--- src/rtl/ksa_swap_fsm.sv ---
// rtl/ksa_swap_fsm.sv - RC4 key-scheduling swap phase driving a 256x8 single-port S-memory
// Optional build macro KSA_SAME_IDX_SKIP_EN: self-swap iterations skip the j read and both writes.
module ksa_swap_fsm #(
  parameter int KEY_BYTES = 3
) (
  input  logic                   clk,
  input  logic                   rst,
  input  logic                   start,
  input  logic [8*KEY_BYTES-1:0] secret_key,
  input  logic [7:0]             rddata,
  output logic [7:0]             addr,
  output logic [7:0]             wrdata,
  output logic                   wren,
  output logic                   busy,
  output logic                   fin_strobe
);

  localparam int KW = (KEY_BYTES > 1) ? $clog2(KEY_BYTES) : 1;

  typedef enum logic [2:0] {
    S_IDLE,
    S_READ_I,
    S_LATCH_I,
    S_READ_J,
    S_LATCH_J,
    S_WRITE_I,
    S_WRITE_J,
    S_DONE
  } state_t;

  state_t        state_q, state_d;
  logic [7:0]    i_q, i_d;
  logic [7:0]    j_q, j_d;
  logic [KW-1:0] kidx_q, kidx_d;
  logic [7:0]    si_q, si_d;
  logic [7:0]    sj_q, sj_d;

  logic [7:0]    key_byte;
  logic [7:0]    j_next;
  logic [KW-1:0] kidx_inc;

  // Key byte 0 sits in the MSBs; kidx walks the key without a modulo divider.
  always_comb begin
    key_byte = '0;
    for (int k = 0; k < KEY_BYTES; k++) begin
      if (kidx_q == KW'(k)) key_byte = secret_key[8*(KEY_BYTES-k)-1 -: 8];
    end
  end

  assign j_next   = j_q + rddata + key_byte;
  assign kidx_inc = (kidx_q == KW'(KEY_BYTES - 1)) ? '0 : kidx_q + 1'b1;

  always_ff @(posedge clk or negedge rst) begin
    if (!rst) begin
      state_q <= S_IDLE;
      i_q     <= '0;
      j_q     <= '0;
      kidx_q  <= '0;
      si_q    <= '0;
      sj_q    <= '0;
    end else begin
      state_q <= state_d;
      i_q     <= i_d;
      j_q     <= j_d;
      kidx_q  <= kidx_d;
      si_q    <= si_d;
      sj_q    <= sj_d;
    end
  end

  always_comb begin
    state_d    = state_q;
    i_d        = i_q;
    j_d        = j_q;
    kidx_d     = kidx_q;
    si_d       = si_q;
    sj_d       = sj_q;
    addr       = '0;
    wrdata     = '0;
    wren       = 1'b0;
    busy       = (state_q != S_IDLE);
    fin_strobe = (state_q == S_DONE);

    case (state_q)
      S_IDLE: begin
        if (start) begin
          i_d     = '0;
          j_d     = '0;
          kidx_d  = '0;
          state_d = S_READ_I;
        end
      end
      S_READ_I: begin
        addr    = i_q;
        state_d = S_LATCH_I;
      end
      S_LATCH_I: begin
        si_d    = rddata;
        j_d     = j_next;
        state_d = S_READ_J;
`ifdef KSA_SAME_IDX_SKIP_EN
        // Swapping S[i] with itself leaves memory unchanged, so skip straight on.
        if (j_next == i_q) begin
          if (i_q == 8'd255) begin
            state_d = S_DONE;
          end else begin
            i_d     = i_q + 8'd1;
            kidx_d  = kidx_inc;
            state_d = S_READ_I;
          end
        end
`endif
      end
      S_READ_J: begin
        addr    = j_q;
        state_d = S_LATCH_J;
      end
      S_LATCH_J: begin
        sj_d    = rddata;
        state_d = S_WRITE_I;
      end
      S_WRITE_I: begin
        addr    = i_q;
        wrdata  = sj_q;
        wren    = 1'b1;
        state_d = S_WRITE_J;
      end
      S_WRITE_J: begin
        addr   = j_q;
        wrdata = si_q;
        wren   = 1'b1;
        if (i_q == 8'd255) begin
          state_d = S_DONE;
        end else begin
          i_d     = i_q + 8'd1;
          kidx_d  = kidx_inc;
          state_d = S_READ_I;
        end
      end
      S_DONE: begin
        state_d = S_IDLE;
      end
      default: begin
        state_d = S_IDLE;
      end
    endcase
  end

endmodule

--- config.mk ---
export PLATFORM = sky130hd
export DESIGN_NAME = ksa_swap_fsm
export DESIGN_NICKNAME = d
export VERILOG_FILES = /design/src/rtl/ksa_swap_fsm.sv
export SDC_FILE = /design/constraint.sdc
export NUM_CORES = 1
export LEC_CHECK = 0
export ABC_AREA = 1
export CAP_MARGIN = 40
export CORE_MARGIN = 2
export CORE_UTILIZATION = 35
export CTS_BUF_LIST = sky130_fd_sc_hd__clkbuf_8
export DETAILED_ROUTE_END_ITERATION = 16
export GPL_TIMING_DRIVEN = 1
export PLACE_DENSITY = 0.68
export SYNTH_ARGS = -nofsm -noshare
export SYNTH_HDL_FRONTEND = slang
export SYNTH_SLANG_ARGS = --single-unit
--- constraint.sdc ---
create_clock -name clk -period 2.81 [get_ports clk]
set_input_delay 0.7025 -clock clk [delete_from_list [all_inputs] [get_ports clk]]
set_output_delay 0.7025 -clock clk [all_outputs]
set_load 0.01 [all_outputs]
==> out/qor.txt, run 1 <==
Synthesized instance count: 314
Crit. Startpoint: state_q[0]$_DFFE_PN0P_
Clk sink count: 37
Worst R2R Start: kidx_q[1]$_DFFE_PN0P_
Share of layout cells above drive strength 1: 12.9%
Yosys Warn Count: 0
PwrDens: 1030 nW/um^2
First-pass GRT wire length: 10.8 mm
Via count: 2361
CTS buffer count: 5
Area Overhead vs Synth: 36.4%
Later-pin clock latency in the skew report: 0.30 ns
Htree depth: 2
Setup ws final: 0.130 ns
Crit-path max FO: 9
Setup TNS: 0 ns
CP Class: reg2out
Post-DRT Antenna Nets: 0
Tmin final: 2.68 ns
Maxcap violations: 0
Fmax: 0.373 GHz
Synth Register Bits: 37
Peak supply drop: 0.511 mV
Vias/cell: 5.06
Yosys cell types: 32
Nets@finish: 436
Reg2reg end: j_q[7]$_DFFE_PN0P_
Final Cycle Share: 95.4%
Initial Utilization: 36.2%
Place WS: -0.224 ns
Reg2reg setup slack: 0.18 ns
Total gr overflow: 0
Part of the Yosys area used for sequential elements: 37.9%
Hold wc startpoint: si_q[6]$_DFFE_PN0P_
Die height: 87.6 um
Synth Net Count: 364
Top-Level Pins: 54
Slew Limit Fails: 0
Slew headroom: 66.9%
Placed Instances: 456
Commonest non-fill, non-tap cell in the layout: nand2_1
Cells on worst reg2reg path: 14
Final Hold Vio Count: 0
Clock Tree Root: clkbuf_8
RSZ-0062 raised after global routing: true
Lkg Pwr: 1.60 nW
Crit end category: primary output
Worst slew pin tran: 0.496 ns
Largest net degree at the start of global routing: 38
Clock Pin Slew Worst Setup and Hold Paths: 0.08 ns
Clk_skew: 0.0157 ns
Hold Path Depth: 2
Vias in the first global route: 2312
Ant diodes: 0
Outcome: finished clean
Site Rows: 30
Placed Area: 3150 um^2
Die width: 87.6 um
Post-Route WL: 6.43 mm
CP required: 2.11 ns
Drt drc: 0
Post-route cell area: 3330 um^2
DPL Wire Length: 4.84 mm
First-pass DRT Iterations: 4
GRT Total Usage: 18.0%
DR iter-0 viols: 141
Core box area: 6760 um^2
Routed len/inst: 13.8 um
Most frequent cells in the layout: 95 x nand2_1, 53 x clkdlybuf4s50_1, 41 x inv_1, 36 x dfrtp_1, 28 x nand3_1
CTS tree: done
Initial antenna violation count: 0
Worst Setup Start Kind: flip-flop
Count of buffers from port buffering: 53
Endpoints failing setup: 0
Global placer's final weighted congestion: 0.826
Min-Delay Endpoint: si_q[6]$_DFFE_PN0P_
Arr. time, crit path: 1.98 ns
Clock tree buffer depth: 2
Mapped Avg Cell Area: 7.78 um^2
Post-synthesis instance area: 2440 um^2
Die Area: 7670 um^2
Hold Crit Class: reg2reg
Hold-fix buffer count after cts: 0
Layout Cells excl Fill: 467
-- how the worst max path moves through the flow --
stage	end	slack [ns]	cells past startpoint
floorplan	j_q[7]$_DFFE_PN0P_	0.31	12
global placement	j_q[7]$_DFFE_PN0P_	-0.17	13
detailed placement	j_q[7]$_DFFE_PN0P_	-0.22	11
CTS	addr[1]	0.009	6
global route	j_q[7]$_DFFE_PN0P_	-0.02	13
finish	wrdata[6]	0.13	6
-- where the power goes --
part	total [mW]	internal (mW)	switching (mW)
sequential	0.891	0.735	0.156
combinational	2.05	0.911	1.14
clock	0.500	0.289	0.211
-- critical path: stages, from the launching register on --
cell	delay, ns
dfrtp_1	0.42
inv_1	0.15
nand3_2	0.15
clkinv_4	0.09
buf_4	0.17
a32o_1	0.15
clkdlybuf4s50_1	0.54
-- cells by family (layout without fill, tap and decap cells) --
| kind of cell | after synthesis | in the layout | share of synthesized area [%] |
|---|---|---|---|
| and+or+nand+nor | 153 | 153 | 28.3 |
| AOI/OAI and AO/OA | 55 | 55 | 13.9 |
| buffers and inverters | 50 | 123 | 8.35 |
| DFF | 37 | 37 | 37.9 |
| adders and majority gates | 15 | 15 | 10.1 |
| xor gates and xnor gates | 4 | 4 | 1.43 |
-- timing repair --
action	in CTS	in global routing
endpoints found under the setup margin	8	13
pin swaps	0	1
setup buffers	0	3
gates resized for setup	1	12
-- sequential cells by signal, summed over array words and instances, names as in the netlist --
register and cells:
sj_q 8, j_q 8, i_q 8, kidx_q 2, si_q 8, state_q 3
-- Yosys cell counts --
cell type / n / area share, %
a32o_1: 8 / 3.3
nor2_1: 11 / 1.7
clkbuf_1: 3 / 0.46
nand3_1: 28 / 5.7
o21ai_2: 2 / 0.72
or2_1: 1 / 0.26
nor2_4: 1 / 0.46
xnor2_1: 1 / 0.36
nand4_1: 3 / 0.77
buf_8: 1 / 0.61
nor3_4: 1 / 0.67
nand3_2: 1 / 0.41
xor2_1: 3 / 1.1
dfrtp_1: 37 / 38
nand2_2: 4 / 1.0
nand2_1: 95 / 15
nor3_1: 3 / 0.61
o2bb2ai_1: 1 / 0.36
ha_1: 7 / 3.6
inv_2: 1 / 0.15
a21oi_1: 3 / 0.61
fa_1: 8 / 6.6
clkinv_2: 1 / 0.20
buf_2: 3 / 0.61
nand2_4: 1 / 0.46
inv_1: 41 / 6.3
o22ai_1: 8 / 2.0
o21ai_1: 5 / 1.0
nand4_4: 1 / 0.87
o21ai_0: 27 / 5.5
o211ai_1: 1 / 0.31
or2_2: 3 / 0.77
-- layer usage --
layer | up-vias | GRT usage (%) | share of wire [%]
met5 | - | 0 | 0
met4 | 0 | 5.73 | 1.6
met3 | 8 | 3.02 | 3.8
met2 | 62 | 30.4 | 49
met1 | 1114 | 23.6 | 46
li1 | 1177 | - | -
-- area by class of cell --
class,count,area [um^2]
fill,632,3420
multi-input combinational,227,1350
sequential,37,927
timing repair buffer,72,673
inverter,43,166
tap,80,100
clock buffer,6,82.6
clock inverter,2,37.5
-- metrics by stage --
stage / power [mW] / utilization [%] / hold WS, ns
5_1_grt: 3.77 / 49.3 / 0.523
3_5_place_dp: 2.88 / 46.7 / 0.477
4_1_cts: 3.39 / 48.5 / 0.496
3_3_place_gp: 2.83 / 46.7 / 0.468
6_report: 3.44 / 49.3 / 0.491
2_1_floorplan: 2.15 / - / 0.407
Power figures use the tool's default switching activity.
==> run 2: changes to the inputs <==
--- a/config.mk
+++ b/config.mk
@@ -7,6 +7,7 @@
 export LEC_CHECK = 0
 export ABC_AREA = 1
 export CAP_MARGIN = 40
+export CORE_ASPECT_RATIO = 1.1
 export CORE_MARGIN = 2
 export CORE_UTILIZATION = 35
 export CTS_BUF_LIST = sky130_fd_sc_hd__clkbuf_8
==> out/qor.txt, run 2 (same netlist as run 1, synthesis figures left out) <==
Outcome: finished clean
Reg2reg setup slack: 0.27 ns
# fillers: 644
Routed wl met2: 3.03 mm
Met3 WL post-DR: 333 um
Area of the multi-input gates: 1350 um^2
Clock network fraction of total power: 14.0%
Tmin final: 2.65 ns
Wl on met1: 2.71 mm
PwrDens: 1030 nW/um^2
Reg2reg end: j_q[6]$_DFFE_PN0P_
Site Rows: 31
Via count: 2312
DR iter-0 viols: 79
Worst Setup Start Kind: flip-flop
Lkg Pwr: 1.57 nW
Clk sink count: 37
Die width: 83.7 um
Total gr overflow: 0
Largest net degree at the start of global routing: 38
CP required: 2.11 ns
RSZ-0062 raised after global routing: false
Slowest-stage cell, CP: clkdlybuf4s50_1
Final Hold Vio Count: 0
Routed len/inst: 13.2 um
Slew Limit Fails: 0
Post-route cell area: 3310 um^2
Crit-path max FO: 6
Fmax: 0.377 GHz
Peak supply drop: 0.380 mV
Clock tree buffer depth: 2
Hold Path Depth: 2
Initial antenna violation count: 0
CP Class: reg2out
Global placer's final weighted congestion: 0.845
Arr. time, crit path: 1.95 ns
Critical path cell sequence: inv_2 -> nor2_2 -> buf_4 -> inv_1 -> o22ai_1 -> clkdlybuf4s50_1
Nets@finish: 432
Die Area: 7670 um^2
Sequential power share: 26.1%
Die height: 91.6 um
Worst path max stage delay: 0.57 ns
Ant diodes: 0
Post-DRT Antenna Nets: 0
CTS buffer count: 5
Share of layout cells above drive strength 1: 13.1%
GRT Total Usage: 16.9%
Cells on worst reg2reg path: 12
Vias/cell: 4.97
Total setup buffers inserted after CTS: 0
Area Overhead vs Synth: 35.3%
Place WS: -0.185 ns
Commonest non-fill, non-tap cell in the layout: nand2_1
Family with the most delay on the worst path: buffers and inverters
First-pass DRT Iterations: 4
Endpoints failing setup: 0
Clock Pin Slew Worst Setup and Hold Paths: 0.07 ns
Worst R2R Start: kidx_q[1]$_DFFE_PN0P_
Max layer used: met4
Switch Pwr: 1.50 mW
Crit end category: primary output
Hold-fix buffer count after cts: 0
Htree depth: 2
Later-pin clock latency in the skew report: 0.29 ns
Switching part of the total: 44.1%
Initial Utilization: 36.6%
Slew headroom: 68.5%
Setup ws final: 0.159 ns
Final Cycle Share: 94.4%
Comb power frac: 59.9%
Post-Route WL: 6.13 mm
Core box area: 6670 um^2
Hold Crit Class: reg2reg
First-pass GRT wire length: 10.4 mm
Most frequent cells in the layout: 94 x nand2_1, 53 x clkdlybuf4s50_1, 40 x inv_1, 36 x dfrtp_1, 28 x nand3_1
Top-Level Pins: 54
Clock Tree Root: clkbuf_8
DPL Wire Length: 4.77 mm
Count of buffers from port buffering: 53
Register area: 927 um^2
Internal: 1.90 mW
Vias in the first global route: 2231
CTS tree: done
Drt drc: 0
Placed Area: 3150 um^2
Hold wc startpoint: si_q[1]$_DFFE_PN0P_
Min-Delay Endpoint: si_q[1]$_DFFE_PN0P_
Buf/Inv on CP: 4
Maxcap violations: 0
Worst slew pin tran: 0.472 ns
Clk_skew: 0.00697 ns
## run 2: stage by stage
| stage | hold WS (ns) | utilization (%) | TNS, ns | total power, mW | cells |
|---|---|---|---|---|---|
| 3_5_place_dp | 0.478 | 47.2 | -0.429 | 2.85 | 457 |
| 5_1_grt | 0.528 | 49.5 | 0 | 3.74 | 465 |
| 3_3_place_gp | 0.469 | 47.2 | -0.333 | 2.81 | 457 |
| 4_1_cts | 0.498 | 48.9 | 0 | 3.34 | 465 |
| 2_1_floorplan | 0.407 | - | 0 | 2.15 | 314 |
| 6_report | 0.494 | 49.5 | 0 | 3.39 | 465 |
## run 2: final cells by class
type	count	area share, %
multi-input combinational	227	40.9
sequential	37	28.0
timing repair buffer	68	19.5
inverter	43	5.03
tap	82	3.10
clock buffer	5	2.08
clock inverter	3	1.40
## run 2: worst max-delay path by stage
stage	slack [ns]	start	end	cells after the start
6_report	0.16	state_q[0]$_DFFE_PN0P_	addr[7]	6
5_1_grt	0.02	secret_key[6]	j_q[7]$_DFFE_PN0P_	14
4_1_cts	0.01	state_q[0]$_DFFE_PN0P_	addr[2]	6
3_5_place_dp	-0.19	secret_key[1]	j_q[7]$_DFFE_PN0P_	13
3_3_place_gp	-0.15	secret_key[17]	j_q[7]$_DFFE_PN0P_	13
2_1_floorplan	0.31	secret_key[17]	j_q[7]$_DFFE_PN0P_	12
## run 2: what timing repair did
action / CTS / global route
hold endpoints to repair: 0 / 0
gates resized for setup: 2 / 14
endpoints found under the setup margin: 8 / 12
pin swaps: 0 / 1
## run 2: power groups by stage
stage | logic (mW) | clock network, mW | registers, mW
after CTS | 1.98 | 0.484 | 0.878
final | 2.03 | 0.475 | 0.888
after detailed placement | 1.97 | 0 | 0.887
after global routing | 2.31 | 0.512 | 0.920
after floorplan | 1.30 | 0 | 0.856
after global placement | 1.93 | 0 | 0.881
## run 2: tightest hold or removal path, delay by kind of cell (launching register included)
family / cells / cell delay [ns]
compound gates: 1 / 0.06
flops: 1 / 0.35
simple gates: 1 / 0.05
## run 2: layer usage
metal  up-vias  track usage, %
li1       1171               -
met1      1070            22.3
met2        65            28.6
met3         6            3.15
met4         0            4.03
met5         -               0
